## config.mk

```make
export PLATFORM = sky130hd
export DESIGN_NAME = mem_port_arbiter
export DESIGN_NICKNAME = d
export VERILOG_FILES = /design/src/rtl/mem_arb_pkg.sv /design/src/rtl/mem_port_arbiter.sv
export SDC_FILE = /design/constraint.sdc
export NUM_CORES = 1
export LEC_CHECK = 0
export ABC_AREA = 1
export CORE_AREA = 2 2 288 290
export DETAILED_ROUTE_END_ITERATION = 10
export DIE_AREA = 0 0 290 292
export PLACE_DENSITY = 0.3
export SYNTH_ARGS = -nofsm -noshare
export SYNTH_HDL_FRONTEND = slang
export SYNTH_SLANG_ARGS = --single-unit
```

## constraint.sdc

```tcl
create_clock -name clk -period 2.5 [get_ports clk]
set_clock_uncertainty 0.05 [all_clocks]
set_input_delay 0.5 -clock clk [delete_from_list [all_inputs] [get_ports clk]]
set_output_delay 0.5 -clock clk [all_outputs]
set_load 0.1 [all_outputs]
```

## src/rtl/mem_arb_pkg.sv

```systemverilog
// Shared definitions for the I/D memory port arbiter and the cache controllers
// that sit on either side of it.
package mem_arb_pkg;

   localparam int DEF_ADDR_W = 28;
   localparam int DEF_DATA_W = 128;

   typedef enum logic [1:0] {
      IDLE    = 2'b00,
      GRANT_I = 2'b01,
      GRANT_D = 2'b10,
      RELEASE = 2'b11
   } arb_state_e;

   localparam logic GNT_I = 1'b0;
   localparam logic GNT_D = 1'b1;

endpackage

```

## src/rtl/mem_port_arbiter.sv

```systemverilog
// Shares one line-granular memory port between the I-cache and D-cache.
// Build option: MEM_ARB_ROUND_ROBIN_EN alternates the winner of a tie instead of favouring D.
module mem_port_arbiter
   import mem_arb_pkg::*;
#(
   parameter int ADDR_W = DEF_ADDR_W,
   parameter int DATA_W = DEF_DATA_W
) (
   input  logic              clk,
   input  logic              proc_reset,
   input  logic              i_mem_read,
   input  logic [ADDR_W-1:0] i_mem_addr,
   output logic [DATA_W-1:0] i_mem_rdata,
   output logic              i_mem_ready,
   input  logic              d_mem_read,
   input  logic              d_mem_write,
   input  logic [ADDR_W-1:0] d_mem_addr,
   input  logic [DATA_W-1:0] d_mem_wdata,
   output logic [DATA_W-1:0] d_mem_rdata,
   output logic              d_mem_ready,
   output logic              mem_read,
   output logic              mem_write,
   output logic [ADDR_W-1:0] mem_addr,
   output logic [DATA_W-1:0] mem_wdata,
   input  logic [DATA_W-1:0] mem_rdata,
   input  logic              mem_ready
);

   arb_state_e state, state_nxt;
   logic       last_grant, last_grant_nxt;
   logic       i_req, d_req;
   logic       winner;

   assign i_req = i_mem_read;
   assign d_req = d_mem_read | d_mem_write;

   // Tie resolution is the only place the build option changes behaviour.
`ifdef MEM_ARB_ROUND_ROBIN_EN
   assign winner = (i_req & d_req) ? ~last_grant : d_req;
`else
   assign winner = d_req ? GNT_D : GNT_I;
`endif

   always_ff @(posedge clk or posedge proc_reset) begin
      if (proc_reset) begin
         state      <= IDLE;
         last_grant <= GNT_I;
      end else begin
         state      <= state_nxt;
         last_grant <= last_grant_nxt;
      end
   end

   always_comb begin
      state_nxt      = state;
      last_grant_nxt = last_grant;
      case (state)
         IDLE: begin
            if (i_req | d_req) begin
               state_nxt      = (winner == GNT_D) ? GRANT_D : GRANT_I;
               last_grant_nxt = winner;
            end
         end
         GRANT_I, GRANT_D: begin
            // A request dropped without ready is a requester bug; keep waiting for memory.
            if (mem_ready) state_nxt = RELEASE;
         end
         RELEASE: state_nxt = IDLE;
         default: state_nxt = IDLE;
      endcase
   end

   always_comb begin
      mem_read    = 1'b0;
      mem_write   = 1'b0;
      mem_addr    = '0;
      mem_wdata   = '0;
      i_mem_ready = 1'b0;
      d_mem_ready = 1'b0;
      case (state)
         GRANT_I: begin
            mem_read    = i_mem_read;
            mem_addr    = i_mem_addr;
            i_mem_ready = mem_ready;
         end
         GRANT_D: begin
            mem_read    = d_mem_read;
            mem_write   = d_mem_write;
            mem_addr    = d_mem_addr;
            mem_wdata   = d_mem_wdata;
            d_mem_ready = mem_ready;
         end
         default: ;
      endcase
   end

   // Read data goes to both caches; each only samples it on its own ready.
   assign i_mem_rdata = mem_rdata;
   assign d_mem_rdata = mem_rdata;

endmodule

```

## Word level (Yosys, flattened, before mapping)

Cells that the tools add are included.

| word-level totals | value |
|---|---|
| input bits | 318 |
| flip-flop bits (word level) | 2 |
| output and inout port bits | 416 |

| cells by class | value |
|---|---|
| eq/ne operators | 5 |
| bitwise operators | 2 |
| reduce and logical (&&, ||, !) cells | 3 |
| muxes and demuxes | 11 |

Operators with widths:

| cell | number |
|---|---|
| two-way mux 128 bit | 1 |
| one-hot mux 28 bit (2 select lines) | 1 |
| two-way mux 2 bit | 3 |
| one-hot mux 2 bit (3 select lines) | 1 |
| equality test 2 bit, second input constant | 2 |
| two-way mux 1 bit | 4 |
| != test 2 bit, second input constant | 2 |
| equality test 2 x 1 -> 1 bit, second input constant | 1 |
| zero test 2 bit | 1 |
| OR 1 bit | 2 |
| one-hot mux 1 bit (2 select lines) | 1 |
| AND reduction 2 bit | 1 |
| OR reduction 2 bit | 1 |

## Logic depth before layout (Yosys ltp)

Gate-level depths: netlist of run 1.

| logic depth | value |
|---|---|
| word-level depth | 5 |
| gate-level depth with buffers | 7 |

## Least setup slack after synthesis of run 1

OpenSTA, ideal clock, no wires.

| timing path | value |
|---|---|
| kind | reg-to-output |
| from | register state[0] |
| to | output port mem_addr[0] |
| cell stages (with the launch flop) | 7 |
| path buffers | 2 |
| setup slack | -0.540 ns |
| arrival time | 2.490 ns |
| path through | dfrtp_1 -> inv_1 -> ha_1 -> inv_1 -> buf_2 -> buf_6 -> a21oi_1 |

| between the ends | value |
|---|---|
| cells in the longest elaborated chain, start to end | 2 |
| elaborated cells between the ends (all ways) | 3 |

Ends and longest elaborated chain:

| element | line | text |
|---|---|---|
| start, declared | mem_port_arbiter.sv:29 | `arb_state_e state, state_nxt;` |
| start signal, assigned | mem_port_arbiter.sv:49 | `state <= state_nxt;` |
| equality test 2 bit / equality test 2 x 1 -> 1 bit (equally long branches) | mem_port_arbiter.sv:80 | `case (state)` |
| one-hot mux 28 bit (2 select lines) * | mem_port_arbiter.sv:80 |  |
| end, declared | mem_port_arbiter.sv:23 | `output logic [ADDR_W-1:0] mem_addr,` |

Every way passes the cells marked *; elsewhere a longest branch is shown, timed or not.

## Final worst setup path of run 1

| timing path | value |
|---|---|
| from | register state[0] |
| to | output port mem_wdata[34] |

| between the ends | value |
|---|---|
| cells in the longest elaborated chain, start to end | 2 |

Ends and longest elaborated chain:

| element | line | text |
|---|---|---|
| equality test 2 bit | mem_port_arbiter.sv:80 |  |
| two-way mux 128 bit | mem_port_arbiter.sv:80 |  |
| end, declared | mem_port_arbiter.sv:24 | `output logic [DATA_W-1:0] mem_wdata,` |

Every way passes these cells.

==> summary.txt, run 1 <==
Via count - 3,838
PwrDens - 1520 nW/um2
Layout cells sized above 1 - 0.250
Post-CTS Setup Inserts - 0
Pwr Total - 12.5 mW
Final setup fails - 0
Regs by FF count - state x2
Yosys top cell by area - buf_4
Post-cts sizing count - 0
DRT antenna net count - 0
Slew margin rel. - 0.806
Met3 GRT Util - 0.0394
CP cell instances - inv_1, ha_4, buf_12, buf_12, nand2_1, inv_1, buf_12
Ys async rst share - 1.00
Layout Nets - 1,064
Syn Inst Count - 655
Most common cell in the synthesized netlist - buf_4
Boundary pin count - 734
# DRC - 0
Die area - 84,700 um2
Achievable frequency - 422 MHz
Largest register FFs - 2
Yosys reg bits - 2
Total wire length - 19.4 mm
Synth area leaders - buf_4 53%, nand2_1 20%, inv_1 14%
Gr ovfl total - 0
Crit-path max FO - 39
Port Buffers - 349
Final Cycle Share - 0.948
Worst vdd ir - 0.682 mV
Num CTS Buffers - 3
Initial antenna violation count - 0
1st-iter DRT viols - 73
Hold Crit Class - in -> async
Post-synth top area share - 0.534
EDFF count, synth - 0
Post-layout min period - 2.37 ns
Startpoint Class - flip-flop
Register area share after synthesis - 0.0137
Site Rows - 105
Most frequent cells after synthesis - 260 x buf_4, 198 x nand2_1, 137 x inv_1
TritonCTS clock tree - done
RSZ-0062 raised after global routing - no
Busiest grt layer - met2
Multi-input gate area - 995 um2
Worst Path Arrival - 1.82 ns
Vias per cell - 2.12
Die Y - 292 um
Cell leakage power - 3.79 nW
Biggest register - state
FF+latch area - 50.0 um2
Worst Setup End Kind - primary output
Initial Util - 0.0448
First-pass GRT wire length - 27.4 mm
Avg Synthesized Cell Area - 5.58 um2
Crit-path leading delay family - buffers and inverters
M2 GR Usage - 0.0637
MaxCap Viol Count - 0
WL/cell - 10.7 um
Buffer and inverter count on the worst path - 5
Largest net degree at the start of global routing - 61
CTS sink count - 2
CTS Hold Bufs - 0
Tot GR Track Use - 0.0425
M1 GR Usage - 0.0424
Ys flop type - dfrtp_1
CTS H-tree lvls - 1
Crit-path max cell delay - 0.39 ns
Synth cell types - 13
Post-DP Area - 8160 um2
Later-pin clock latency in the skew report - 0.22 ns
Final Hold Viols - 0
Core Box Area - 81,600 um2
Total nets after synthesis - 976
DP HPWL - 17.1 mm
Diodes inserted - 0
Most common cell on crit path - buf_12
Max Buffers Root-to-Sink - 2
Clock slew at the register clock pins of the worst setup and hold paths - 0.03 ns
Worst setup path class - reg -> out
YS warnings - 0
Vias in the first global route - 4,292
Slew Viols, Final - 0
Root buf cell - clkbuf_16
Status - completed
Die Wd - 290 um
Filler instances - 9,440
Slowest stage cell, crit path - dfrtp_1
GPL Wtd Cong - 0.800
Worst Max-Slew Pin Slew - 0.291 ns
Synthesized area - 3650 um2
Required @ worst endpoint - 1.95 ns
Post-route cell area - 8240 um2
Synth-to-Final Area Change - 125%
DRT Pass-1 Iters - 4
cell families after synthesis:
logic type      Yosys count  synth area share
buf+inv                 417             0.725
simple gates            203             0.210
compound gates           30            0.0411
fa+ha+maj                 3            0.0103
flops                     2            0.0137
path summary, 6_finish.rpt:
path | from | end | slack [ns] | cells past startpoint
worst min register to register | state[0] | state[0] | 0.45 | 2
min in group clk | state[0] | state[0] | 0.45 | 2
max in group asynchronous | proc_reset | state[0] | 1.85 | 2
worst max register to register | state[1] | state[1] | 0.88 | 8
worst max-delay path | state[0] | mem_wdata[34] | 0.13 | 7
worst min-delay path | proc_reset | state[1] | 0.43 | 2
layer usage:
metal / part of all wire / wire (um)
met5: 0.0061 / 118
met4: 0.016 / 315
met3: 0.20 / 3910
met1: 0.35 / 6820
met2: 0.42 / 8200
placed cells by master, fill, tap and decap left out:
cell type / count
a21oi_1: 22
a21oi_2: 7
buf_12: 165
buf_4: 9
clkbuf_16: 3
clkdlybuf4s50_1: 189
dfrtp_1: 2
ha_1: 2
ha_4: 1
inv_1: 137
nand2_1: 198
nand3_1: 3
nor2_1: 1
o21ai_0: 1
or2_1: 1
power by group:
group / leakage, nW / internal, mW / switching (mW)
Clock: 0.0370 / 0.203 / 0.0334
Sequential: 0.0245 / 0.0505 / 0.0179
Combinational: 3.73 / 3.95 / 8.23
Total: 3.79 / 4.21 / 8.28
per-stage QoR:
step	setup TNS [ns]	util	cells	setup WS (ns)	hold slack, ns
floorplan	-10.73	-	655	-0.540	0.191
global placement	0	0.100	1808	0.293	0.461
detailed placement	0	0.100	1808	0.305	0.453
CTS	0	0.101	1811	0.0735	0.441
global route	0	0.101	1811	0.00872	0.445
finish	0	0.101	1811	0.130	0.426
layout make-up:
class	count	share of cell area
Sequential cell	2	0.00608
Timing Repair Buffer	363	0.639
Multi-Input combinational cell	236	0.121
Inverter	137	0.0624
Tap cell	1070	0.163
Clock buffer	3	0.00912
Note: power is estimated with default switching activity, not from simulation.
==> run 2: changes to the inputs <==
CORE_AREA = 2 2 285 287   (was 2 2 288 290)
DIE_AREA = 0 0 287 289   (was 0 0 290 292)
PLACE_DENSITY = 0.31   (was 0.3)
clock period = 1.9 ns   (was 2.5 ns; I/O delays follow)
==> summary.txt, run 2 (synthesized netlist as in run 1, its figures left out) <==
Status - finished, violations left
Failing checks - negative setup slack
DRT antenna net count - 0
Die Wd - 287 um
Pwr Total - 20.3 mW
Slowest stage cell, crit path - dfrtp_1
Achievable frequency - 476 MHz
Total wire length - 24.0 mm
Final Cycle Share - 1.11
Via count - 4,148
Worst setup path class - reg -> out
Synth-to-Final Area Change - 180%
Post-layout min period - 2.10 ns
Vias per cell - 2.27
Hold Crit Class - in -> async
# DRC - 0
Most frequent cells in the layout - 188 x clkdlybuf4s50_1, 170 x buf_12, 130 x clkinvlp_4
Gr ovfl total - 0
DRT Pass-1 Iters - 4
Worst Max-Slew Pin Slew - 0.280 ns
Largest net degree at the start of global routing - 28
Worst R2R Path Depth - 9
WL/cell - 13.2 um
Port Buffers - 349
DP HPWL - 19.6 mm
Cell leakage power - 3.28 nW
Regs by FF count - state x2
RSZ-0062 raised after global routing - yes
TritonCTS clock tree - done
Boundary pin count - 734
Worst vdd ir - 1.13 mV
CTS H-tree lvls - 1
1st-iter DRT viols - 58
Biggest register - state
Crit-path max FO - 7
GPL Wtd Cong - 0.753
Die area - 82,900 um2
M1 GR Usage - 0.0564
Startpoint Class - flip-flop
Worst Path Arrival - 1.67 ns
Max Buffers Root-to-Sink - 2
First-pass GRT wire length - 31.1 mm
Core Util, Final - 0.128
Core Box Area - 79,900 um2
Layout Nets - 1,087
PwrDens - 1990 nW/um2
Worst Setup End Kind - primary output
Final Hold Viols - 0
Clock slew at the register clock pins of the worst setup and hold paths - 0.03 ns
Largest register FFs - 2
Required @ worst endpoint - 1.47 ns
Later-pin clock latency in the skew report - 0.22 ns
Slew margin rel. - 0.813
CP cell instances - inv_2, buf_6, ha_4, clkinv_8, buf_16, a21oi_4, buf_12
Slew Viols, Final - 0
Final setup fails - 159
Met3 GRT Util - 0.0529
Root buf cell - clkbuf_16
M2 GR Usage - 0.0689
Busiest grt layer - met2
Num CTS Buffers - 3
Site Rows - 104
Die Y - 289 um
Initial antenna violation count - 1
CTS Hold Bufs - 0
Layout cells sized above 1 - 0.678
Final worst slack - -0.203 ns
Tot GR Track Use - 0.0509
CTS sink count - 2
Initial Util - 0.0457
Vias in the first global route - 4,386
Crit-path max cell delay - 0.35 ns
MaxCap Viol Count - 0
Commonest non-fill, non-tap cell in the layout - clkdlybuf4s50_1
run 2: final timing paths:
kind                            slack (ns)           end       start
min in group clk                      0.57      state[0]    state[0]
worst min-delay path                  0.27      state[0]  proc_reset
worst max-delay path                 -0.20  mem_addr[26]    state[0]
worst min register to register        0.57      state[0]    state[0]
worst max register to register        0.24      state[1]    state[0]
max in group asynchronous             1.42      state[1]  proc_reset
run 2: layout make-up:
cell class / count / area (um2)
antenna: 1 / 2.50
clock buffer: 3 / 75.1
fill: 9132 / 69700
inverter: 137 / 1020
multi-input combinational: 236 / 1930
sequential: 2 / 50.0
tap: 1060 / 1330
timing repair buffer: 386 / 5830
run 2: per-stage QoR:
stage                     instance area, um2  setup TNS, ns  instances  setup WS, ns  hold slack (ns)
after floorplan                         4560          -5.20        655        -0.139           0.0712
after global placement                  9100          -1.86       1802        -0.253            0.454
after detailed placement                9100          -1.84       1802        -0.247            0.443
after CTS                               9740         -24.93       1814        -0.199            0.272
after global routing                   10200         -34.65       1824        -0.273            0.286
final                                  10200         -25.96       1825        -0.203            0.269
run 2: what timing repair did:
item,CTS,global route
setup endpoints to repair,158,160
pin swaps,12,15
setup buffers,5,3
gates cloned,4,7
resized for setup,138,70
run 2: metal layers:
layer	vias to the layer above	wire length [um]
li1	1811	-
met1	1790	8740
met2	531	9840
met3	12	5230
met4	4	148
met5	-	57
run 2: where the power goes:
| part | switching [mW] | total (mW) | leakage, nW | internal [mW] |
|---|---|---|---|---|
| Combinational | 12.7 | 19.9 | 3.22 | 7.21 |
| Clock | 0.0484 | 0.316 | 0.0370 | 0.268 |
| Sequential | 0.0181 | 0.0846 | 0.0245 | 0.0666 |
run 2: critical path, delay by kind of cell, from the launching register on:
family,cells,cell delay (ns)
flops,1,0.35
fa+ha+maj,1,0.30
compound gates,1,0.16
buf+inv,5,0.64
==> run 3: changes to the inputs <==
ABC_AREA = default   (was 1)
CORE_AREA = 2 2 287 289   (was 2 2 285 287)
DIE_AREA = 0 0 289 291   (was 0 0 287 289)
PLACE_DENSITY = default   (was 0.31)
PLACE_DENSITY_LB_ADDON = 0.2   (was default)
==> summary.txt, run 3 <==
Diodes inserted - 0
CTS Hold Bufs - 0
Commonest non-fill, non-tap cell in the layout - clkdlybuf4s50_1
Initial Util - 0.0431
Die Y - 291 um
Largest register FFs - 2
Most common cell in the synthesized netlist - buf_4
CTS H-tree lvls - 1
Slew margin rel. - 0.812
Final Cycle Share - 1.09
Setup TNS - -19.96 ns
Yosys top cell by area - buf_4
RSZ-0062 raised after global routing - yes
Layout Nets - 914
CTS sink count - 2
YS warnings - 0
Register area share after synthesis - 0.0143
1st-iter DRT viols - 55
Hold Crit Class - in -> async
TritonCTS clock tree - done
Post-synth top area share - 0.553
Required @ worst endpoint - 1.47 ns
Initial antenna violation count - 2
Port Buffers - 349
Crit-path max FO - 10
MaxCap Viol Count - 0
# DRC - 0
Final setup fails - 159
Reg2Reg Setup Slack - 0.46 ns
Post-route cell area - 8860 um2
Die area - 84,100 um2
Vias per cell - 2.09
Pwr Total - 19.3 mW
First-pass GRT wire length - 28.5 mm
GPL Wtd Cong - 0.658
Startpoint Class - flip-flop
Num CTS Buffers - 3
WL/cell - 13.0 um
Post-layout min period - 2.07 ns
Finished Layout Cells - 1,661
Worst setup path class - reg -> out
Placed insts - 1,654
Most frequent cells after synthesis - 258 x buf_4, 131 x and2_1, 30 x nor2_1
Slew Viols, Final - 0
Synth area leaders - buf_4 55%, and2_1 23%, buf_6 4.2%
Vias in the first global route - 3,940
Synth-to-Final Area Change - 153%
Worst R2R Path Depth - 7
Total wire length - 21.5 mm
Worst Max-Slew Pin Slew - 0.283 ns
Clock slew at the register clock pins of the worst setup and hold paths - 0.03 ns
Later-pin clock latency in the skew report - 0.22 ns
Root buf cell - clkbuf_16
Final worst slack - -0.166 ns
DRT antenna net count - 0
Max Buffers Root-to-Sink - 2
R2r endpoint - state[1]
RR Startpoint - state[1]
Regs by FF count - state x2
Yosys reg bits - 2
Core Util, Final - 0.109
Ys flop type - dfrtp_1
DRT Pass-1 Iters - 2
EDFF count, synth - 0
Layout cells sized above 1 - 0.651
Post-DP Area - 8460 um2
Failing checks - negative setup slack
Gr ovfl total - 0
Status - finished, violations left
Ys async rst share - 1.00
Biggest register - state
Hold_ws - 0.277 ns
Syn Inst Count - 488
Worst vdd ir - 1.36 mV
Boundary pin count - 734
Largest net degree at the start of global routing - 30
Dpl ws - -0.0504 ns
Core Box Area - 81,200 um2
DP HPWL - 18.7 mm
Synthesized area - 3500 um2
Via count - 3,467
Die Wd - 289 um
Most frequent cells in the layout - 189 x clkdlybuf4s50_1, 169 x buf_12, 87 x and2_2
Tot GR Track Use - 0.0461
Site Rows - 105
Avg Synthesized Cell Area - 7.18 um2
Cell leakage power - 3.07 nW
PwrDens - 2180 nW/um2
Final Hold Viols - 0
Synth cell types - 19
Achievable frequency - 484 MHz
Worst Path Arrival - 1.64 ns
Total nets after synthesis - 809
Worst Setup End Kind - primary output
==> run 3: critical path, stage by stage, from the launching register on <==
cell and delay (ns):
dfrtp_1 0.40, inv_2 0.05, buf_4 0.14, ha_4 0.28, inv_6 0.06, buf_12 0.16
nor2_4 0.12, buf_12 0.18
==> run 3: cells by family after synthesis <==
| group | after synthesis | share of synthesized area |
|---|---|---|
| simple gates | 165 | 0.273 |
| buf+inv | 284 | 0.616 |
| fa+ha+maj | 3 | 0.0107 |
| compound gates | 33 | 0.0829 |
| flops | 2 | 0.0143 |
| mux | 1 | 0.00286 |
==> run 3: layer usage <==
layer | up-vias | GRT usage | share of wire | routed length [um]
li1 | 1456 | - | - | -
met3 | 13 | 0.0451 | 0.23 | 4900
met1 | 1453 | 0.0488 | 0.37 | 7930
met4 | 4 | 0.00515 | 0.0057 | 122
met5 | - | 0.00988 | 0.0029 | 62
met2 | 541 | 0.0662 | 0.40 | 8510
==> run 3: worst max path at each step <==
stage	slack (ns)	from	endpoint
after global placement	-0.06	state[0]	mem_addr[8]
after global routing	-0.26	state[0]	mem_wdata[104]
after floorplan	-0.26	state[0]	mem_addr[14]
after CTS	-0.22	state[1]	mem_addr[26]
after detailed placement	-0.05	state[0]	mem_addr[5]
final	-0.17	state[1]	mem_addr[25]
==> run 3: what timing repair did <==
action / 4_1_cts / 5_1_grt
setup buffers: 1 / 0
gates resized for setup: 60 / 23
gates cloned: 2 / 1
endpoints found under the setup margin: 159 / 159
pin swaps: 12 / 5
==> run 3: area by class of cell <==
class	instances	area (um2)
clock buffer	3	75.1
multi-input combinational	202	1840
inverter	4	20.0
timing repair buffer	380	5540
tap	1070	1340
sequential	2	50.0
fill	9296	72300
==> run 3: where the power goes <==
group / internal [mW] / switching (mW)
clock: 0.268 / 0.0489
combinational: 6.99 / 11.9
sequential: 0.0665 / 0.0244
